File: config.mk
export PLATFORM = sky130hd
export DESIGN_NAME = mem_access_unit
export DESIGN_NICKNAME = d
export VERILOG_FILES = /design/src/rtl/mem_pkg.sv /design/src/rtl/mem_load_align.sv /design/src/rtl/mem_access_unit.sv
export SDC_FILE = /design/constraint.sdc
export NUM_CORES = 1
export LEC_CHECK = 0
export CORE_AREA = 2 2 123 95
export DETAILED_ROUTE_END_ITERATION = 12
export DIE_AREA = 0 0 125 97
export PLACE_DENSITY = 0.82
export SYNTH_ARGS = -nofsm -noshare
export SYNTH_HDL_FRONTEND = slang
export SYNTH_SLANG_ARGS = --single-unit
File: constraint.sdc
create_clock -name clk -period 3.1 [get_ports clk]
set_clock_uncertainty 0.2 [all_clocks]
set_input_delay 0.465 -clock clk [delete_from_list [all_inputs] [get_ports clk]]
set_output_delay 0.465 -clock clk [all_outputs]
set_load 0.1 [all_outputs]
File: src/rtl/mem_pkg.sv
// Shared encodings, FSM state type and byte-lane helper for the MEM-stage load/store engine.
package mem_pkg;

  localparam logic [1:0] SZ_WORD = 2'b00;
  localparam logic [1:0] SZ_BYTE = 2'b01;
  localparam logic [1:0] SZ_HALF = 2'b10;

  typedef enum logic [1:0] {
    IDLE = 2'b00,
    REQ  = 2'b01,
    DONE = 2'b10
  } state_t;

  // Little-endian byte-lane enables; the reserved size 11 behaves as a word.
  function automatic logic [3:0] byte_mask(input logic [1:0] size, input logic [1:0] addr_lo);
    logic [3:0] m;
    case (size)
      SZ_BYTE: m = 4'b0001 << addr_lo;
      SZ_HALF: m = addr_lo[1] ? 4'b1100 : 4'b0011;
      default: m = 4'b1111;
    endcase
    return m;
  endfunction

endpackage

File: src/rtl/mem_load_align.sv
// Load-data aligner: picks the addressed byte/halfword lane and sign- or zero-extends it.
module mem_load_align
  import mem_pkg::*;
(
  input  logic [31:0] rdata,
  input  logic [1:0]  addr_lo,
  input  logic [1:0]  size,
  input  logic        extr_signed,
  output logic [31:0] result
);

  logic [7:0]  byte_sel;
  logic [15:0] half_sel;

  // Lane selection followed by extension; word (and reserved size) passes straight through.
  always_comb begin
    byte_sel = rdata[8*addr_lo +: 8];
    half_sel = addr_lo[1] ? rdata[31:16] : rdata[15:0];
    case (size)
      SZ_BYTE: result = {{24{extr_signed & byte_sel[7]}}, byte_sel};
      SZ_HALF: result = {{16{extr_signed & half_sel[15]}}, half_sel};
      default: result = rdata;
    endcase
  end

endmodule

File: src/rtl/mem_access_unit.sv
// MEM-stage load/store engine: issues one req/ack transaction per memory op,
// stalls the pipeline while it is outstanding, and aborts via a watchdog.
//
// state | meaning
// IDLE  | waiting for an aligned memory op; non-memory and misaligned ops pass through
// REQ   | request outstanding, bus outputs held, watchdog counting
// DONE  | transaction finished (ack or abort); pipeline advances for one cycle
module mem_access_unit
  import mem_pkg::*;
#(
  parameter int DATA_BITS      = 32,
  parameter int ADDR_BITS      = 32,
  parameter int TIMEOUT_CYCLES = 255,
  parameter int CNT_BITS       = 8
) (
  input  logic                 clk,
  input  logic                 rst_n,
  input  logic                 op_valid,
  input  logic                 MemRead,
  input  logic                 MemWrite,
  input  logic [1:0]           size,
  input  logic                 ExtrSigned,
  input  logic [ADDR_BITS-1:0] alu_out,
  input  logic [DATA_BITS-1:0] store_data,
  output logic                 mem_req,
  output logic                 mem_we,
  output logic [ADDR_BITS-1:0] mem_addr,
  output logic [3:0]           mem_wmask,
  output logic [DATA_BITS-1:0] mem_wdata,
  input  logic                 mem_ack,
  input  logic [DATA_BITS-1:0] mem_rdata,
  output logic [DATA_BITS-1:0] mem_out,
  output logic                 mem_ready,
  output logic                 addr_err,
  output logic                 bus_err
);

  state_t               state, state_nxt;
  logic [CNT_BITS-1:0]  cnt;
  logic                 access, misaligned;
  logic                 start, complete, abort;
  logic [DATA_BITS-1:0] wdata_rep;
  logic [DATA_BITS-1:0] load_val;

  assign access = op_valid & (MemRead | MemWrite);

  // Alignment check and store-lane replication from the presented op.
  always_comb begin
    case (size)
      SZ_BYTE: begin
        misaligned = 1'b0;
        wdata_rep  = {4{store_data[7:0]}};
      end
      SZ_HALF: begin
        misaligned = alu_out[0];
        wdata_rep  = {2{store_data[15:0]}};
      end
      default: begin
        misaligned = |alu_out[1:0];
        wdata_rep  = store_data;
      end
    endcase
  end

  mem_load_align u_align (
    .rdata       (mem_rdata),
    .addr_lo     (alu_out[1:0]),
    .size        (size),
    .extr_signed (ExtrSigned),
    .result      (load_val)
  );

  // State register.
  always_ff @(posedge clk or negedge rst_n) begin
    if (!rst_n) state <= IDLE;
    else        state <= state_nxt;
  end

  // Next state, stall and error outputs; ack wins over the watchdog in the same cycle.
  always_comb begin
    state_nxt = state;
    mem_ready = 1'b1;
    addr_err  = 1'b0;
    start     = 1'b0;
    complete  = 1'b0;
    abort     = 1'b0;
    case (state)
      IDLE: begin
        if (access) begin
          if (misaligned) begin
            addr_err = 1'b1;
          end else begin
            mem_ready = 1'b0;
            start     = 1'b1;
            state_nxt = REQ;
          end
        end
      end
      REQ: begin
        mem_ready = 1'b0;
        if (mem_ack) begin
          complete  = 1'b1;
          state_nxt = DONE;
        end else if (cnt == CNT_BITS'(TIMEOUT_CYCLES - 1)) begin
          abort     = 1'b1;
          state_nxt = DONE;
        end
      end
      DONE:    state_nxt = IDLE;
      default: state_nxt = IDLE;
    endcase
  end

  // Bus outputs, load result, watchdog counter and abort pulse.
  always_ff @(posedge clk or negedge rst_n) begin
    if (!rst_n) begin
      mem_req   <= 1'b0;
      mem_we    <= 1'b0;
      mem_addr  <= '0;
      mem_wmask <= '0;
      mem_wdata <= '0;
      mem_out   <= '0;
      bus_err   <= 1'b0;
      cnt       <= '0;
    end else begin
      bus_err <= abort;
      if (start) begin
        mem_req   <= 1'b1;
        mem_we    <= MemWrite;
        mem_addr  <= {alu_out[ADDR_BITS-1:2], 2'b00};
        mem_wmask <= MemWrite ? byte_mask(size, alu_out[1:0]) : 4'b0000;
        mem_wdata <= wdata_rep;
        cnt       <= '0;
      end else if (complete) begin
        mem_req <= 1'b0;
        if (!mem_we) mem_out <= load_val;
      end else if (abort) begin
        mem_req <= 1'b0;
        mem_out <= '0;
      end else if (state == REQ) begin
        cnt <= cnt + 1'b1;
      end
    end
  end

endmodule

==> reports/results.ini <==
[outcome]
status = complete, no violations

[clock_network]
cts_made_buffers = 9
clk_pin_slew_ns = 0.07
hold_buffers = 1
htree_levels = 3
postCtsSetupRepairBufs = 0
cts_sinks = 111
clockBufferDepth = 2
clk_latency_ns = 0.34
post_cts_resized = 0
cts_tree = yes
root_buffer = clkbuf_16

[timing]
hold_viol = 0
finalCritPeriodShare_pct = 91.7
slew_headroom_pct = 16.5
rsz0062_at_grt = no
fmax_ghz = 0.352
setup_viol = 0
final_max_slew_viol_count = 0
max_slew.worst_pin.slew_ns = 1.25
min_period_ns = 2.84
final.setup.tns_ns = 0

[hold_path]
hp-class = flip-flop to flip-flop

[floorplanning]
io_pins = 210
fp.coreArea_um2 = 10800
rows = 33
dieHeight_um = 97
die_w_um = 125
die-area_um2 = 12100
initial_core_util_pct = 46.9

[yosys]
synth_area_um2 = 5070
yosysWarnings = 0
synthMostInstantiatedCell = nand2_1
syn_area_per_cell_um2 = 9.59
synth.top_cell.area_share_pct = 54.8
yosys_register_bits = 111
synth_cell_types = 47
yosys-top-cells-count = nand2_1, dfrtp_1, nor2_1
async_flop_share_pct = 100
yosysSeqAreaShare_pct = 54.8
netlist.top_cell.by_area = dfrtp_1
syn_inst = 529
ys_top_cells_by_area = dfrtp_1, nand2_1, a221o_1
synth_edf_count = 0
synth_ff_type = dfrtp_1

[worst_setup_path]
crit_arrival_ns = 2.18
endpoint_kind = primary output
crit_fanout = 5
crit_type = input port to primary output
cp.required_ns = 2.43
startpoint_type = input port

[finish]
final-seq-area_um2 = 2780
drive_above_1_share_pct = 19.9
multi_input_area_um2 = 2090
area_delta_synth_final_pct = 44.9
diodes = 0
instances_no_fill = 872
stdcell_area_um2 = 7350
final_nets = 836
final_util_pct = 67.9
fill_cells = 831

[global_route]
overflow = 0
track_usage_pct = 24.6
grt_antenna_before_repair = 0
grt_max_degree = 72
grt_first_pass_wirelength_mm = 24.1
grt_pass1_vias = 4697

[route]
ant_nets = 0
drtIter0Drc = 419
totalWireLength_mm = 14.8
vias = 4739
drt-vias-per-instance = 5.43
dr.pass1.iters = 5
drc = 0
wl_per_cell_um = 17.0

[place]
placement.cell_area_um2 = 7030
hpwl_mm = 11.0
place_inst = 855
place.port_buffers = 207
place_congestion = 0.942

[flow_run]
drv_cap = 0

## through the flow
| step | hold WS [ns] | setup slack (ns) |
|---|---|---|
| final | 0.279 | 0.258 |
| after global routing | 0.293 | 0.185 |
| after CTS | 0.282 | 0.264 |
| after detailed placement | 0.264 | 0.271 |
| after global placement | 0.260 | 0.336 |
| after floorplan | -0.0306 | 0.619 |
## layout by cell type, fill, tap and decap left out, drive strengths merged, types with 3 or more instances in the layout
cell	n
dfrtp	111
mux2i	11
xnor2	3
nor2	50
nor2b	3
buf	114
a21oi	15
a22oi	8
inv	11
clkbuf	10
o21ai	34
nand2b	3
ha	4
a221oi	15
nand4	5
or2	3
clkdlybuf4s50	103
o31ai	16
nand2	160
a221o	24
## cell families after synthesis
family / Yosys count / synth area share [%]
buffers and inverters: 42 / 4.14
AOI/OAI and AO/OA: 120 / 17.4
and+or+nand+nor: 237 / 20.0
adders and majority gates: 4 / 0.987
muxes: 11 / 2.17
DFF: 111 / 54.8
other: 1 / 0.0739
xor gates and xnor gates: 3 / 0.518
## flip-flops by register name, indices dropped and copies added (netlist names)
signal     flops
mem_out       32
mem_wdata     32
state          2
mem_wmask      4
mem_we         1
mem_req        1
cnt            8
mem_addr      30
bus_err        1
## path summary, 6_finish.rpt
check / startpoint / to / slack, ns / cells past startpoint
hold / removal: mem_wdata[5] / mem_wdata[5] / 0.28 / 2
setup reg to reg: cnt[0] / mem_out[25] / 0.61 / 6
max in group asynchronous: rst_n / mem_out[23] / 1.49 / 3
min in group asynchronous: rst_n / mem_wdata[28] / 0.46 / 2
setup / recovery: size[0] / mem_ready / 0.26 / 7
hold reg to reg: mem_wdata[5] / mem_wdata[5] / 0.28 / 2
## critical path, cell delays in order
cell	delay (ns)
clkdlybuf4s50_1	0.51
inv_1	0.06
ha_1	0.20
nand2_1	0.19
a31oi_2	0.20
or2_2	0.37
buf_12	0.18
## cell type report
cell class | instances | share of cell area [%]
clock buffers | 10 | 3.25
inverters | 10 | 0.511
repair buffers | 218 | 26.7
flip-flops and latches | 111 | 37.8
well taps | 140 | 2.38
multi-input cells | 377 | 28.5
clock inverters | 6 | 0.920
## metal layers
metal	share of wire [%]	routed length [um]	vias to the layer above	GRT usage, %
met5	0	0	-	0
met4	2.1	311	0	7.86
met3	8.9	1330	27	7.91
met2	46	6820	213	37.3
met1	43	6370	2270	33.6
li1	-	-	2229	-
Power is not shown: default switching activity piles up to over one toggle a cycle in this logic, so the estimate is an artifact.
